$ cat src/rtl/ac97_codec_link.sv
// ac97_codec_link
//   Codec-side AC'97 link engine. Deframes the controller's output stream
//   (ac97_sync / ac97_sout), services slot 1/2 register commands against a
//   64x16 register file, and frames the codec's input stream on ac97_sin
//   (tag, status address/data, capture PCM in slots 3/4).
//
// Ports
//   ac97_clk, ac97_rst_n          bit clock (rising edge), async active-low reset
//   ac97_sync, ac97_sout          frame sync / serial data from controller
//   ac97_sin                      serial data to controller
//   codec_ready                   mirrors outgoing tag bit 15
//   sync_err                      one-cycle pulse on a framing error
//   pcm_out_stb/left/right        playback pair from slots 3/4, strobe on update
//   pcm_in_valid/left/right       capture pair offered for slots 3/4
//   pcm_in_ack                    one-cycle pulse when the capture pair is sent
//
// Build option
//   AC97_CODEC_LOOPBACK_EN : when defined and register 0x20 bit 7 is set, the
//   capture slots echo the latest playback pair instead of pcm_in_*.
module ac97_codec_link #(
   parameter logic [15:0] VENDOR_ID1   = 16'h4D4D,
   parameter logic [15:0] VENDOR_ID2   = 16'h4D01,
   parameter int unsigned READY_FRAMES = 4
) (
   input  logic        ac97_clk,
   input  logic        ac97_rst_n,
   input  logic        ac97_sync,
   input  logic        ac97_sout,
   output logic        ac97_sin,
   output logic        codec_ready,
   output logic        sync_err,
   output logic        pcm_out_stb,
   output logic [19:0] pcm_out_left,
   output logic [19:0] pcm_out_right,
   input  logic        pcm_in_valid,
   input  logic [19:0] pcm_in_left,
   input  logic [19:0] pcm_in_right,
   output logic        pcm_in_ack
);

   typedef enum logic {StHunt, StRun} state_e;

   localparam logic [7:0] ReadyFrames = 8'(READY_FRAMES);
   localparam logic [5:0] IdxVid1     = 6'h3E;
   localparam logic [5:0] IdxVid2     = 6'h3F;

   function automatic logic [15:0] reg_default(input logic [5:0] ridx);
      logic [15:0] val;
      case (ridx)
         IdxVid1: val = VENDOR_ID1;
         IdxVid2: val = VENDOR_ID2;
         default: val = 16'h0000;
      endcase
      return val;
   endfunction

   state_e        state_q, state_d;
   logic          sync_q, sout_q, sync_prev_q;
   logic [7:0]    bit_cnt_q, bit_cnt_d;
   logic [18:0]   shift_q, shift_d;        // last 19 received bits; with sout_q forms a slot
   logic [4:0]    tag_q, tag_d;            // {valid, slot1..slot4 valid}
   logic          wr_q, wr_d;
   logic [5:0]    wr_idx_q, wr_idx_d;
   logic          pend_q, pend_d;
   logic [6:0]    pend_addr_q, pend_addr_d;
   logic [19:0]   play_left_q, play_left_d;
   logic [94:0]   out_shift_q, out_shift_d;
   logic          sin_q, sin_d;
   logic [7:0]    rdy_cnt_q, rdy_cnt_d;
   logic          codec_ready_q, codec_ready_d;
   logic          sync_err_q, sync_err_d;
   logic          pcm_out_stb_q, pcm_out_stb_d;
   logic [19:0]   pcm_out_left_q, pcm_out_left_d;
   logic [19:0]   pcm_out_right_q, pcm_out_right_d;
   logic          pcm_in_ack_q, pcm_in_ack_d;
   logic [15:0]   regs_q [64];

`ifdef AC97_CODEC_LOOPBACK_EN
   logic          play_valid_q, play_valid_d;
`endif

   logic          frame_start, active;
   logic [7:0]    idx;
   logic          reg_we, reg_restore;
   logic [15:0]   reg_wdata;
   logic [6:0]    reply_addr;
   logic [15:0]   reply_data;
   logic          cap_valid, cap_from_in;
   logic [19:0]   cap_left, cap_right;
   logic [95:0]   image;

   always_comb begin
      state_d         = state_q;
      bit_cnt_d       = bit_cnt_q;
      shift_d         = shift_q;
      tag_d           = tag_q;
      wr_d            = wr_q;
      wr_idx_d        = wr_idx_q;
      pend_d          = pend_q;
      pend_addr_d     = pend_addr_q;
      play_left_d     = play_left_q;
      out_shift_d     = out_shift_q;
      sin_d           = 1'b0;
      rdy_cnt_d       = rdy_cnt_q;
      codec_ready_d   = codec_ready_q;
      sync_err_d      = 1'b0;
      pcm_out_stb_d   = 1'b0;
      pcm_out_left_d  = pcm_out_left_q;
      pcm_out_right_d = pcm_out_right_q;
      pcm_in_ack_d    = 1'b0;
      reg_we          = 1'b0;
      reg_restore     = 1'b0;
      reg_wdata       = shift_q[18:3];
      active          = 1'b0;
      idx             = bit_cnt_q;
      frame_start     = sync_q & ~sync_prev_q;

      reply_addr  = pend_q ? pend_addr_q : 7'd0;
      reply_data  = pend_q ? regs_q[pend_addr_q[6:1]] : 16'h0000;
      cap_valid   = pcm_in_valid & codec_ready_q;
      cap_left    = pcm_in_left;
      cap_right   = pcm_in_right;
      cap_from_in = 1'b1;
`ifdef AC97_CODEC_LOOPBACK_EN
      play_valid_d = play_valid_q;
      if (regs_q[6'h10][7]) begin
         cap_valid   = play_valid_q;
         cap_left    = pcm_out_left_q;
         cap_right   = pcm_out_right_q;
         cap_from_in = 1'b0;
      end
`endif
      // Slot 1 request field 11:2 is active-low: only slots 3/4 requested.
      image = {codec_ready_q, pend_q, pend_q, cap_valid, cap_valid, 11'd0,
               1'b0, reply_addr, 10'b0011111111, 2'b00,
               reply_data, 4'd0,
               cap_left,
               cap_right};

      case (state_q)
         StHunt: begin
            if (frame_start) begin
               state_d   = StRun;
               bit_cnt_d = 8'd1;
               active    = 1'b1;
               idx       = 8'd0;
            end
         end
         StRun: begin
            if (frame_start) begin
               // Either the expected wrap or a realignment; both restart at bit 0.
               active    = 1'b1;
               idx       = 8'd0;
               bit_cnt_d = 8'd1;
               if (bit_cnt_q != 8'd0) sync_err_d = 1'b1;
            end else if (bit_cnt_q == 8'd0) begin
               sync_err_d = 1'b1;
               state_d    = StHunt;
            end else begin
               active    = 1'b1;
               bit_cnt_d = bit_cnt_q + 8'd1;
            end
         end
         default: state_d = StHunt;
      endcase

      if (active) begin
         shift_d = {shift_q[17:0], sout_q};

         if (idx == 8'd0) begin
            // New frame: drop any partial decode, launch the reply image.
            tag_d       = 5'd0;
            wr_d        = 1'b0;
            sin_d       = image[95];
            out_shift_d = image[94:0];
            pend_d      = 1'b0;
            pcm_in_ack_d = cap_from_in & cap_valid;
`ifdef AC97_CODEC_LOOPBACK_EN
            if (!cap_from_in) play_valid_d = 1'b0;
`endif
         end else begin
            sin_d       = out_shift_q[94];
            out_shift_d = {out_shift_q[93:0], 1'b0};
         end

         if (idx == 8'd15) tag_d = shift_q[14:10];

         if (idx == 8'd35) begin
            wr_d     = tag_q[4] & tag_q[3] & tag_q[2] & ~shift_q[18];
            wr_idx_d = shift_q[17:12];
            if (tag_q[4] & tag_q[3] & shift_q[18]) begin
               pend_d      = 1'b1;
               pend_addr_d = shift_q[17:11];
            end
         end

         if (idx == 8'd55 && wr_q) begin
            if (wr_idx_q == 6'h00) begin
               reg_restore = 1'b1;
            end else if (wr_idx_q != IdxVid1 && wr_idx_q != IdxVid2) begin
               reg_we = 1'b1;
            end
         end

         if (idx == 8'd75) play_left_d = {shift_q, sout_q};

         if (idx == 8'd95 && tag_q[4] && tag_q[1] && tag_q[0]) begin
            pcm_out_left_d  = play_left_q;
            pcm_out_right_d = {shift_q, sout_q};
            pcm_out_stb_d   = 1'b1;
`ifdef AC97_CODEC_LOOPBACK_EN
            play_valid_d    = 1'b1;
`endif
         end

         if (idx == 8'd255 && rdy_cnt_q < ReadyFrames) rdy_cnt_d = rdy_cnt_q + 8'd1;
      end else begin
         out_shift_d = '0;
      end

      codec_ready_d = (rdy_cnt_d >= ReadyFrames);
   end

   always_ff @(posedge ac97_clk or negedge ac97_rst_n) begin
      if (!ac97_rst_n) begin
         state_q         <= StHunt;
         sync_q          <= 1'b0;
         sout_q          <= 1'b0;
         sync_prev_q     <= 1'b0;
         bit_cnt_q       <= 8'd0;
         shift_q         <= '0;
         tag_q           <= '0;
         wr_q            <= 1'b0;
         wr_idx_q        <= '0;
         pend_q          <= 1'b0;
         pend_addr_q     <= '0;
         play_left_q     <= '0;
         out_shift_q     <= '0;
         sin_q           <= 1'b0;
         rdy_cnt_q       <= 8'd0;
         codec_ready_q   <= 1'b0;
         sync_err_q      <= 1'b0;
         pcm_out_stb_q   <= 1'b0;
         pcm_out_left_q  <= '0;
         pcm_out_right_q <= '0;
         pcm_in_ack_q    <= 1'b0;
`ifdef AC97_CODEC_LOOPBACK_EN
         play_valid_q    <= 1'b0;
`endif
      end else begin
         state_q         <= state_d;
         sync_q          <= ac97_sync;
         sout_q          <= ac97_sout;
         sync_prev_q     <= sync_q;
         bit_cnt_q       <= bit_cnt_d;
         shift_q         <= shift_d;
         tag_q           <= tag_d;
         wr_q            <= wr_d;
         wr_idx_q        <= wr_idx_d;
         pend_q          <= pend_d;
         pend_addr_q     <= pend_addr_d;
         play_left_q     <= play_left_d;
         out_shift_q     <= out_shift_d;
         sin_q           <= sin_d;
         rdy_cnt_q       <= rdy_cnt_d;
         codec_ready_q   <= codec_ready_d;
         sync_err_q      <= sync_err_d;
         pcm_out_stb_q   <= pcm_out_stb_d;
         pcm_out_left_q  <= pcm_out_left_d;
         pcm_out_right_q <= pcm_out_right_d;
         pcm_in_ack_q    <= pcm_in_ack_d;
`ifdef AC97_CODEC_LOOPBACK_EN
         play_valid_q    <= play_valid_d;
`endif
      end
   end

   // Register file; the vendor ID entries are never write targets.
   always_ff @(posedge ac97_clk or negedge ac97_rst_n) begin
      if (!ac97_rst_n) begin
         for (int i = 0; i < 64; i++) regs_q[i] <= reg_default(6'(i));
      end else if (reg_restore) begin
         for (int i = 0; i < 64; i++) regs_q[i] <= reg_default(6'(i));
      end else if (reg_we) begin
         regs_q[wr_idx_q] <= reg_wdata;
      end
   end

   assign ac97_sin      = sin_q;
   assign codec_ready   = codec_ready_q;
   assign sync_err      = sync_err_q;
   assign pcm_out_stb   = pcm_out_stb_q;
   assign pcm_out_left  = pcm_out_left_q;
   assign pcm_out_right = pcm_out_right_q;
   assign pcm_in_ack    = pcm_in_ack_q;

endmodule
$ cat config.mk
export PLATFORM = sky130hd
export DESIGN_NAME = ac97_codec_link
export DESIGN_NICKNAME = d
export VERILOG_FILES = /design/src/rtl/ac97_codec_link.sv
export SDC_FILE = /design/constraint.sdc
export NUM_CORES = 2
export LEC_CHECK = 0
export ABC_AREA = 1
export CAP_MARGIN = 10
export CORE_MARGIN = 1.5
export CORE_UTILIZATION = 45
export CTS_CLUSTER_DIAMETER = 150
export DETAILED_ROUTE_END_ITERATION = 10
export PLACE_DENSITY = 0.71
export SKIP_LAST_GASP = 1
export SLEW_MARGIN = 20
export SYNTH_ARGS = -nofsm -noshare
export SYNTH_HDL_FRONTEND = slang
export SYNTH_SLANG_ARGS = --single-unit
$ cat constraint.sdc
create_clock -name ac97_clk -period 7.5 [get_ports ac97_clk]
set_input_delay 1.125 -clock ac97_clk [delete_from_list [all_inputs] [get_ports ac97_clk]]
set_output_delay 1.125 -clock ac97_clk [all_outputs]
set_load 0.05 [all_outputs]
* Yosys cells after proc, flatten, opt, wreduce, memory -nomap -nowiden *
Cells that the tools add are included.

cells by class
  reductions and logical operators = 21
  add/subtract/negate cells = 2
  mux-type cells = 47
  bitwise operators = 11
  $lt $le $gt $ge = 5
  equal/unequal tests = 10
  multiply operators = 0
  shifts and indexed selects = 0
  divide/modulo/power cells = 0

operators with widths
  operator                                                    number
  2-to-1 mux 1024 bit                                         2
  bitwise mux 1024 bit                                        1
  2-to-1 mux 95 bit                                           2
  binary-select mux 16 bit (select 6 bit)                     1
  demux 16 bit (select 6 bit)                                 1
  2-to-1 mux 16 bit                                           4
  2-to-1 mux 8 bit                                            6
  2-to-1 mux 1 bit                                            25
  adder 8 x 1 -> 8 bit, second input constant                 2
  equality test 8 x 6 -> 1 bit, second input constant         2
  equality test 8 x 7 -> 1 bit, second input constant         2
  zero test 8 bit                                             2
  case mux 8 bit (2 select lines)                             1
  >= comparator 7 bit, second input constant                  2
  NOT 6 -> 7 bit                                              2
  inequality test 6 bit, second input constant                2
  AND reduction 2 bit                                         6
  2-to-1 mux 5 bit                                            2
  equality test 8 x 4 -> 1 bit, second input constant         1
  equality test 8 bit, second input constant                  1
  >= comparator 8 x 3 -> 1 bit, second input constant         1
  less-than comparator 8 x 3 -> 1 bit, second input constant  1
  nonzero test 8 bit                                          1
  logical AND 1 bit                                           7
  other kinds (10)                                            19

word-level totals
  logic and storage cells = 181
  latch bits = 0
  register bits after elaboration = 1243
  bits in read-only memories = 0
  input port bits = 45
  bits in writable memories = 0
  memories = 0

* Logic depth before layout (Yosys ltp) *
  word-level depth = 9
  depth in mapped cells = 18
  gate-level depth less buffers = 16

* Worst setup path before layout *
OpenSTA, ideal clock, no wires.

  path kind = register to register
  from = register bit_cnt_q[0]
  to = register regs_q[558] (netlist name)
  required time = 7.367 ns
  setup slack = 4.800 ns
  period minus slack after synthesis = 2.700 ns
  stages on the path, launching flop included = 17
  arrival time = 2.566 ns
  path buffers = 3
  cells stage by stage = dfrtp_1 inv_1 ha_1 nand3_1 or2_2 inv_1 ha_1 or2_2 nand2_1 inv_2 buf_2 nor3_4 buf_2 o21ai_2 buf_2 nand2_1 o21ai_0

on the way
  cells in the longest elaborated chain, start to end = 6
  elaborated cells between the ends (all ways) = 13
  those cells by class = eq/ne (1); mux (9); reduce/logical (3)

RTL lines
  element                                                                     RTL line       source
  start, declared                                                             59             logic [7:0] bit_cnt_q, bit_cnt_d;
  start signal, assigned                                                      255            bit_cnt_q <= bit_cnt_d;
  zero test 8 bit / 2-to-1 mux 8 bit (equally long branches)                  156, 142, 150
  2-to-1 mux 1 bit / equality test 8 x 6 -> 1 bit (equally long branches)     156, 197
  2-to-1 mux 1 bit / logical AND 1 bit (equally long branches)                150, 197
  case mux 1 bit (2 select lines) / 2-to-1 mux 1 bit (equally long branches)  140, 197
  2-to-1 mux 1 bit                                                            167            if (active) begin
  2-to-1 mux 1024 bit / nonzero test 2 bit (equally long branches)            --
  end signal, assigned by index                                               285            regs_q[wr_idx_q] <= reg_wdata;
  end, declared                                                               76             logic [15:0] regs_q [64];

Several ways; a longest one is shown, not always the timed one.
A chain may end at the register's enable or synchronous reset.

* Worst setup path after layout *
  from = register bit_cnt_q[0]
  to = register regs_q[594] (netlist name)

The elaborated chain is that of the path after synthesis.

==> out/metrics.csv <==
metric,value,unit
status,"finished, final reports clean",
largest fanout on the critical path,43,
DIE HEIGHT,357.5,µm
CP Capture Type,flip-flop,
global route overflow,0,
routed len/inst,20.98,µm
syn_area_per_cell,7.952,µm²
vias in the first global route,46580,
final worst slack,2.409,ns
LEAKAGE,0.02933,µW
Fin Clk Skew,0.03154,ns
Total GRT Usage,28.15,%
post-synthesis adder-cell area fraction,0.08851,%
Vias,49620,
Hold WS,0.4020,ns
Num CTS Buffers,134,
Post-Place Cells,8392,
CP Data Required Time,8.13,ns
WL final,181000,µm
CTS tree,yes,
post-synthesis cell area,56540,µm²
main combinational cell family by area after synthesis,simple AND/OR/NAND/NOR gates,
max-slew violation total from the final report,0,
fin crit share,67.87,%
RSZ-0062 raised after global routing,false,
# rows,129,
Post-Synth XOR/XNOR Area,0.01549,%
IO Pins,90,
Max Clk Rate,196.4,MHz
Yosys reg bits,1243,
CTS sink count,1243,
initial core utilization,45.56,%
placeable core area,124100,µm²
drt initial violations,6852,
Detail Route Antenna Nets,0,
GPL Wtd Cong,0.9569,
CTS Hold Bufs,0,
largest net degree at the start of global routing,184,
Max VDD drop,0.1903,mV
area grow syn2layout,10.69,%
Fillers,11640,
Synth Area in Compound Gates,14.12,%
WP data arrival,5.72,ns
Antenna Cells,0,
antenna violations before repair,5,
final non-filler cell total,8626,
first-pass GRT wire length,279000,µm
Cells after Synth,7111,
sequential share of the synthesized area,55.04,%
Pwr Density,247.2,nW/µm²
Final Hold Viols,0,
Worst-Skew Late Latency,0.76,ns
CP startpoint kind,flip-flop,
detail-routed via count per cell,5.753,
Post-Syn Nets,7160,
IO Port Bufs,89,
Place WS,2.594,ns
# DRC,0,
fraction of registers with async set or reset after synthesis,100.0,%
Final Util,50.43,%
full die area,127800,µm²
Pre-Repair DR Iteration Count,10,
Slew headroom,16.53,%
Post-synth EDFFs,0,
class of the worst hold path,flip-flop to flip-flop,
number of distinct library cells after synthesis,37,
root buffer cell,clkbuf_16,
Synth Area in Simple Gates,23.71,%
predominant post-synthesis flop cell,dfrtp_1,
H-tree depth,4,
crit path kind,flip-flop to flip-flop,
post-synthesis mux area share,0.01992,%
max cap viols,0,
Final setup viols,0,
Ys Warns,0,
CTS resizes,0,
min Tclk post-route,5.091,ns
final layout net count,6941,
Setup TNS,0,ns
Setup Buffers After CTS,0,
HPWL after detailed placement,106600,µm
layout cells sized above 1,5.437,%
Worst-path clk slew,0.06,ns
largest buffer count on any clock path,3,
Die Span X,357.5,µm
Worst-Margin Slew,1.249,ns
-- flip-flops by register name, summed over array words and instances, names as in the netlist, 5 cells and up --
name           count
shift_q           19
wr_idx_q           6
out_shift_q       95
pend_addr_q        7
rdy_cnt_q          8
pcm_out_right     20
tag_q              5
pcm_out_left      20
bit_cnt_q          8
regs_q          1024
play_left_q       20
-- placed cells by master, fill, tap and decap left out, types with 3 or more instances in the layout --
cell type and count:
a21oi_1 185, a21oi_2 6, buf_12 13, buf_4 61, bufinv_16 8, clkbuf_1 35
clkbuf_16 137, clkbuf_8 23, clkdlybuf4s50_1 88, clkinv_2 18, clkinv_8 4, dfrtp_1 1226
dfrtp_4 3, dfstp_2 13, ha_1 4, inv_1 486, inv_2 18, inv_6 8
nand2_1 2183, nand2_2 3, nand3_1 733, nand3_2 3, nand4_1 4, nor2_1 334
nor3_1 19, o211ai_1 8, o21a_1 8, o21ai_0 1136, o21ai_1 75, o21ai_2 39
o22ai_1 75, or2_2 10
-- metrics by stage --
step | power (µW) | area [µm²]
6_report | 15470 | 62590
5_1_grt | 15910 | 62590
4_1_cts | 15510 | 62550
3_5_place_dp | 8926 | 58200
3_3_place_gp | 8914 | 58200
2_1_floorplan | 7924 | 56540
-- routing by layer --
layer	vias to the layer above	part of all wire, %	GRT usage, %
li1	22530	-	-
met5	-	0	0
met4	0	5.6	14.97
met1	24030	40	38.02
met3	497	11	6.770
met2	2565	44	41.95
-- cells by family after synthesis --
logic type                 count (synthesis)
AOI/OAI and AO/OA                       1535
xor gates and xnor gates                   1
adders and majority gates                  4
buffers and inverters                   1028
DFF                                     1243
muxes                                      1
and+or+nand+nor                         3299
-- worst paths after layout --
check,to,from,depth (start not counted),slack [ns]
max,regs_q[594],bit_cnt_q[0],18,2.41
min,sync_prev_q,sync_q,0,0.40
min in group asynchronous,play_left_q[5],ac97_rst_n,1,0.41
max in group asynchronous,regs_q[527],ac97_rst_n,3,5.32
max reg2reg,regs_q[594],bit_cnt_q[0],18,2.41
min reg2reg,sync_prev_q,sync_q,0,0.40
-- critical path: stages, from the launching register on --
cell	delay (ns)
dfrtp_1	0.41
inv_1	0.10
ha_1	0.17
nand3_1	0.07
or2_2	0.30
inv_1	0.06
ha_1	0.13
or2_2	0.13
nand2_4	0.30
inv_2	0.49
nor2_1	0.12
nand2_1	0.08
buf_4	0.33
clkinv_2	0.76
buf_4	0.57
o21ai_1	0.56
nand2_1	0.14
o21ai_0	0.13
inv_1	0.07
-- layout make-up --
type	instances	area [µm²]	area share, %
flip-flops and latches	1243	31130	49.74
multi-input cells	4840	21510	34.36
clock buffers	195	3876	6.193
well taps	1637	2048	3.272
inverters	510	1933	3.088
repair buffers	163	1627	2.599
clock inverters	38	467.9	0.7476
-- Yosys cell counts (all sizes together), types with 2 or more instances --
cell type | number | area, µm²
a21oi | 191 | 974.7
buf | 111 | 518.0
clkbuf | 407 | 1528
clkinv | 5 | 18.77
dfrtp | 1230 | 30780
dfstp | 13 | 341.6
ha | 4 | 50.05
inv | 505 | 1896
nand2 | 2188 | 8215
nand3 | 736 | 3694
nand4 | 4 | 25.02
nor2 | 336 | 1266
nor3 | 21 | 121.4
nor4 | 2 | 12.51
o211ai | 8 | 60.06
o21a | 8 | 60.06
o21ai | 1250 | 6395
o22ai | 75 | 469.2
or2 | 10 | 62.56
-- report_power, final --
group | internal (µW) | switching (µW) | total (µW)
logic | 235 | 1610 | 1850
registers | 6880 | 134 | 7010
clock network | 3860 | 2750 | 6620
No activity file was read; power rests on OpenSTA's default activity.
